`src/rtl/hazard_ctrl.sv`:
```
// Pipeline hazard controller for the 5-stage TSC core: data/control stalls,
// branch-stall FSM, memory-busy freeze, halt state and saturating perf counters.
//
// state   | meaning
// RUN     | normal issue; data/control hazard and halt detection active
// BR_WAIT | stall-until-resolved branch in flight; br_cnt_q cycles remain
// HALTED  | HLT retired; pipeline held until reset
module hazard_ctrl #(
  parameter int RA_W               = 2,
  parameter int DATA_FORWARDING    = 1,
  parameter int RF_SELF_FORWARDING = 1,
  parameter int BRANCH_MODE        = 1,
  parameter int BR_STALL_CYCLES    = 2,
  parameter int CNT_W              = 16
) (
  input  logic             clk,
  input  logic             reset,
  input  logic             use_rs,
  input  logic             use_rt,
  input  logic             use_rs_at_id,
  input  logic             is_branch_id,
  input  logic             is_jump_id,
  input  logic             is_halt_id,
  input  logic [RA_W-1:0]  rs_id,
  input  logic [RA_W-1:0]  rt_id,
  input  logic             reg_write_ex,
  input  logic             reg_write_mem,
  input  logic             reg_write_wb,
  input  logic [RA_W-1:0]  write_reg_ex,
  input  logic [RA_W-1:0]  write_reg_mem,
  input  logic [RA_W-1:0]  write_reg_wb,
  input  logic             d_mem_read_ex,
  input  logic             d_mem_read_mem,
  input  logic             d_mem_read_wb,
  input  logic [RA_W-1:0]  rt_ex,
  input  logic [RA_W-1:0]  rt_mem,
  input  logic [RA_W-1:0]  rt_wb,
  input  logic             branch_ex,
  input  logic             branch_miss,
  input  logic             mem_busy,
  input  logic             cnt_clear,
  output logic             bubblify,
  output logic             flush_if,
  output logic             pc_write,
  output logic             ir_write,
  output logic             freeze,
  output logic             incr_num_inst,
  output logic             halted,
  output logic [CNT_W-1:0] stall_count,
  output logic [CNT_W-1:0] inst_count
);

  typedef enum logic [1:0] {
    RUN     = 2'd0,
    BR_WAIT = 2'd1,
    HALTED  = 2'd2
  } state_e;

  localparam logic       NO_FWD  = (DATA_FORWARDING == 0);
  localparam logic       NO_RFSF = (RF_SELF_FORWARDING == 0);
  localparam logic       BR_PRED = (BRANCH_MODE != 0);
  localparam logic       BR_MULTI = (BR_STALL_CYCLES > 1);
  localparam logic [3:0] BR_INIT = 4'(BR_STALL_CYCLES - 1);

  state_e           state_q, state_d;
  logic [3:0]       br_cnt_q, br_cnt_d;
  logic [CNT_W-1:0] stall_cnt_q, stall_cnt_d;
  logic [CNT_W-1:0] inst_cnt_q, inst_cnt_d;

  logic ex_rs, mem_rs, wb_rs, ld_rs;
  logic ex_rt, mem_rt, wb_rt, ld_rt;
  logic rs_hit, rt_hit, data_stall;
  logic stall_evt;

  // MEM/WB load tags are informational only; load-use is resolved against EX.
  logic unused_ld_tags;
  assign unused_ld_tags = ^{d_mem_read_mem, d_mem_read_wb, rt_mem, rt_wb};

  assign ex_rs  = reg_write_ex  & (write_reg_ex  == rs_id);
  assign mem_rs = reg_write_mem & (write_reg_mem == rs_id);
  assign wb_rs  = reg_write_wb  & (write_reg_wb  == rs_id);
  assign ld_rs  = d_mem_read_ex & (rt_ex == rs_id);
  assign ex_rt  = reg_write_ex  & (write_reg_ex  == rt_id);
  assign mem_rt = reg_write_mem & (write_reg_mem == rt_id);
  assign wb_rt  = reg_write_wb  & (write_reg_wb  == rt_id);
  assign ld_rt  = d_mem_read_ex & (rt_ex == rt_id);

  // A register consumed in ID cannot use the EX/MEM bypass, so EX always stalls it.
  assign rs_hit = (use_rs | use_rs_at_id) &
                  ((NO_FWD & (ex_rs | mem_rs)) | (NO_RFSF & wb_rs) |
                   (use_rs_at_id & ex_rs) | ld_rs);
  assign rt_hit = use_rt &
                  ((NO_FWD & (ex_rt | mem_rt)) | (NO_RFSF & wb_rt) | ld_rt);
  assign data_stall = rs_hit | rt_hit;

  always_comb begin
    state_d   = state_q;
    br_cnt_d  = br_cnt_q;
    bubblify  = 1'b0;
    flush_if  = 1'b0;
    pc_write  = 1'b1;
    ir_write  = 1'b1;
    freeze    = 1'b0;

    if (mem_busy) begin
      freeze   = 1'b1;
      pc_write = 1'b0;
      ir_write = 1'b0;
    end else begin
      case (state_q)
        HALTED: begin
          pc_write = 1'b0;
          ir_write = 1'b0;
          bubblify = 1'b1;
        end
        BR_WAIT: begin
          flush_if = 1'b1;
          pc_write = (br_cnt_q == 4'd1);
          br_cnt_d = br_cnt_q - 4'd1;
          if (br_cnt_q == 4'd1) state_d = RUN;
        end
        default: begin
          if (data_stall) begin
            pc_write = 1'b0;
            ir_write = 1'b0;
            bubblify = 1'b1;
          end else if (BR_PRED && (is_jump_id || (branch_ex && branch_miss))) begin
            flush_if = 1'b1;
            bubblify = branch_ex & branch_miss;
          end else if (!BR_PRED && (is_branch_id || is_jump_id)) begin
            flush_if = 1'b1;
            pc_write = 1'b0;
            if (BR_MULTI) begin
              br_cnt_d = BR_INIT;
              state_d  = BR_WAIT;
            end
          end else if (is_halt_id) begin
            pc_write = 1'b0;
            ir_write = 1'b0;
            bubblify = 1'b1;
            state_d  = HALTED;
          end
        end
      endcase
    end
  end

  assign incr_num_inst = ~(bubblify | flush_if | freeze);
  assign halted        = (state_q == HALTED);
  assign stall_evt     = (bubblify | flush_if | freeze) & ~halted;

  always_comb begin
    stall_cnt_d = stall_cnt_q;
    inst_cnt_d  = inst_cnt_q;
    if (cnt_clear) begin
      stall_cnt_d = '0;
      inst_cnt_d  = '0;
    end else begin
      if (stall_evt && !(&stall_cnt_q)) stall_cnt_d = stall_cnt_q + 1'b1;
      if (incr_num_inst && !(&inst_cnt_q)) inst_cnt_d = inst_cnt_q + 1'b1;
    end
  end

  always_ff @(posedge clk) begin
    if (reset) begin
      state_q     <= RUN;
      br_cnt_q    <= 4'd0;
      stall_cnt_q <= '0;
      inst_cnt_q  <= '0;
    end else begin
      state_q     <= state_d;
      br_cnt_q    <= br_cnt_d;
      stall_cnt_q <= stall_cnt_d;
      inst_cnt_q  <= inst_cnt_d;
    end
  end

  assign stall_count = stall_cnt_q;
  assign inst_count  = inst_cnt_q;

endmodule
```
`config.mk`:
```
export PLATFORM = sky130hd
export DESIGN_NAME = hazard_ctrl
export DESIGN_NICKNAME = d
export VERILOG_FILES = /design/src/rtl/hazard_ctrl.sv
export SDC_FILE = /design/constraint.sdc
export NUM_CORES = 1
export LEC_CHECK = 0
export CAP_MARGIN = 0
export CORE_MARGIN = 5
export CORE_UTILIZATION = 50
export CTS_CLUSTER_SIZE = 16
export DETAILED_ROUTE_END_ITERATION = 7
export DONT_BUFFER_PORTS = 1
export GPL_ROUTABILITY_DRIVEN = 1
export GPL_TIMING_DRIVEN = 0
export PLACE_DENSITY = 0.76
export REMOVE_ABC_BUFFERS = 1
export SETUP_SLACK_MARGIN = 0.02
export SKIP_CTS_REPAIR_TIMING = 1
export SLEW_MARGIN = 10
export SYNTH_ARGS = -nofsm -noshare
export SYNTH_HDL_FRONTEND = slang
export SYNTH_SLANG_ARGS = --single-unit
```
`constraint.sdc`:
```
create_clock -name clk -period 2.9 [get_ports clk]
set_input_delay 0.725 -clock clk [delete_from_list [all_inputs] [get_ports clk]]
set_output_delay 0.725 -clock clk [all_outputs]
set_load 0.02 [all_outputs]
```
==> flow_summary.yaml <==
routing:
  drtIter0Drc: 195
  wl_mm: 4.852
  routedWlPerCell_um: 17.45
  ant_nets: 0
  via_count: 1879
  dr.pass1.iters: 5
  drcViolationCount: 0
  vias_per_cell: 6.759
clocking:
  clk_pin_slew_ps: 70
  clk_latency_ps: 290
  htree_levels: 2
  cts_tree: "done"
  cts_sinks: 33
  cts_buffers: 5
  clock_path_buffers: 2
  cts_root_buf: "clkbuf_8"
synthesis:
  yosysTopAreaCell: "dfxtp_1"
  synth_cell_types: 37
  synth_top_area_share: 0.3494
  synth-edff-count: 0
  synth_ff_type: "dfxtp_1"
  async_flop_share: 0
  avgSynthCellArea_um2: 7.977
  synth_seq_cells: 33
  synth_area_mm2: 0.001891
  synthTopCellsByArea: "dfxtp_1 (35%), or3_1 (6.0%), a21oi_1 (5.8%), or4_1 (5.6%), nand2_1 (4.8%)"
  synth_cells: 237
  yosysSeqAreaShare: 0.3494
  ys_warn_count: 0
hold_path:
  min_path_cells: 1
  hold_path_class: "in -> reg"
  hp-start: "reset"
  hold_path_end: "state_q[1]"
global_routing:
  antenna_found_initial: 0
  grt_pass1_vias: 1636
  grt_use_total: 0.1862
  grt_start_max_net_pins: 32
  gr-total-overflow: 0
  grt_pass1_wl_mm: 7.859
sta:
  slew_viol_final: 0
  period_minus_slack_ps: 2746
  slew_headroom: 0.1938
  rsz0062_at_grt: "true"
  fin_crit_sh: 0.9468
  clock_skew_ps: 4.900
  tns_ps: 0
  fin_ws_ps: 154.4
  worst_slew_pin_slew_ps: 1194
  setup_viol: 0
  hold_violations: 0
  fmax_mhz: 364.2
pwr:
  p_seq_frac: 0.535
  swShare: 0.2647
  clockPowerShare: 0.395
  power.internal_w: 0.0006394
  p_switching_w: 0.0002301
  power_density_mw_per_mm2: 438.2
  leakage_nw: 0.6087
  max-vdd-ir-drop_uv: 245.2
  comb_power_share: 0.071
critical_path:
  worst_ep_arrival_time_ps: 2020
  reg2reg_depth: 6
  start_kind: "primary input"
  r2r_end: "stall_count[7]"
  cp-end-kind: "output pin"
  rr_startpoint: "stall_count[0]"
  crit_fanout: 32
  worstPathRequired_ps: 2170
  cp-startpoint: "branch_ex"
  crit_type: "in -> out"
  reg2reg_slack_ps: 460
finish:
  antennaDiodeCount: 0
  drive_above_1_share: 0.07391
  nets: 265
  syn_to_final_growth_pct: 4.963
  final_core_util: 0.5420
floorplanning:
  initial_utilization: 0.5164
  ios: 73
  row_count: 22
  dieWidth_um: 71.49
  core_area_mm2: 0.003661
  die_h_um: 71.49
  fp.dieArea_mm2: 0.005111
flow_run:
  drv_cap: 0
status:
  run_status: "finished clean"
placement:
  hpwl_mm: 3.276
  port_buffers: 0
  preCtsSetupSlack_ps: -166.9
  gp_routability_congestion: 0.7488
==> cells by family after synthesis <==
kind of cell    count (synthesis)  share of synthesized area
flops                          33                     0.3494
buf+inv                        18                    0.04434
fa+ha+maj                       2                    0.01323
compound gates                 65                     0.2184
mux                             3                    0.01588
xor+xnor                        6                    0.02780
simple gates                  110                     0.3309
==> cell usage in the layout, fill, tap and decap left out, drive strengths merged, types with 6 or more instances in the layout <==
cell	netlist	final
or4	15	15
a21oi	22	22
nor3	8	8
clkbuf	12	6
nand2	24	24
o41ai	6	6
or3	18	18
o21ai	15	15
dfxtp	33	33
nor2	8	8
nand3	12	12
xor2	6	6
nand4	9	9
==> critical path, stage by stage <==
cell and delay, ps:
a21oi_1 240, nand2_1 120, or4_4 610, clkinvlp_4 310
==> registers in the layout, summed over array words and instances (netlist names) <==
| signal | flops |
|---|---|
| inst_count | 16 |
| stall_count | 16 |
| state_q | 1 |
==> worst max path at each step <==
stage,to,slack (ps),cells past startpoint
after floorplan,ir_write,1,5
after global placement,ir_write,-130,5
after detailed placement,ir_write,-170,5
after CTS,incr_num_inst,-250,4
after global routing,incr_num_inst,20,4
final,incr_num_inst,150,4
==> layer usage <==
layer / track usage / share of wire / vias to the layer above
li1: - / - / 907
met1: 0.2483 / 0.43 / 875
met2: 0.2816 / 0.45 / 88
met3: 0.06592 / 0.11 / 9
met4: 0.05846 / 0.0093 / 0
met5: 0 / 0 / -
==> layout make-up <==
type                    instances  area, um2
fillers                       329       1677
multi-input cells             186       1164
flip-flops and latches         33      661.9
clock buffers                   6      72.57
well taps                      48      60.06
inverters                       2      11.26
clock inverters                 2      10.01
repair inverters                1      5.005
==> per-stage QoR <==
step | hold WS, ps | instances | total power, W | cell area [um2]
finish | 489.1 | 278 | 0.0008695 | 1984
global route | 489.6 | 278 | 0.0008997 | 1984
CTS | 494.8 | 277 | 0.0008684 | 1957
detailed placement | 588.8 | 269 | 0.0005329 | 1874
global placement | 580.6 | 269 | 0.0005320 | 1874
floorplan | 553.2 | 221 | 0.0005200 | 1814
==> power by group through the flow <==
stage,clock network (W),registers [W],logic [W]
after floorplan,0,0.000473,0.0000471
after global placement,0,0.000475,0.0000572
after detailed placement,0,0.000475,0.0000581
after CTS,0.000345,0.000464,0.0000585
after global routing,0.000367,0.000465,0.0000679
final,0.000343,0.000465,0.0000615
==> cell usage after synthesis, types with 4 or more instances <==
library cell,number
nand2_1,24
nor3_1,8
or3_1,18
xor2_1,6
dfxtp_1,33
nor2_1,8
o211ai_1,5
o41ai_1,6
nand4_1,9
nand3_1,12
o2111ai_1,4
clkbuf_1,12
a21oi_1,22
o21ai_0,15
o31ai_1,5
or4_1,14
Power figures use the tool's default switching activity.
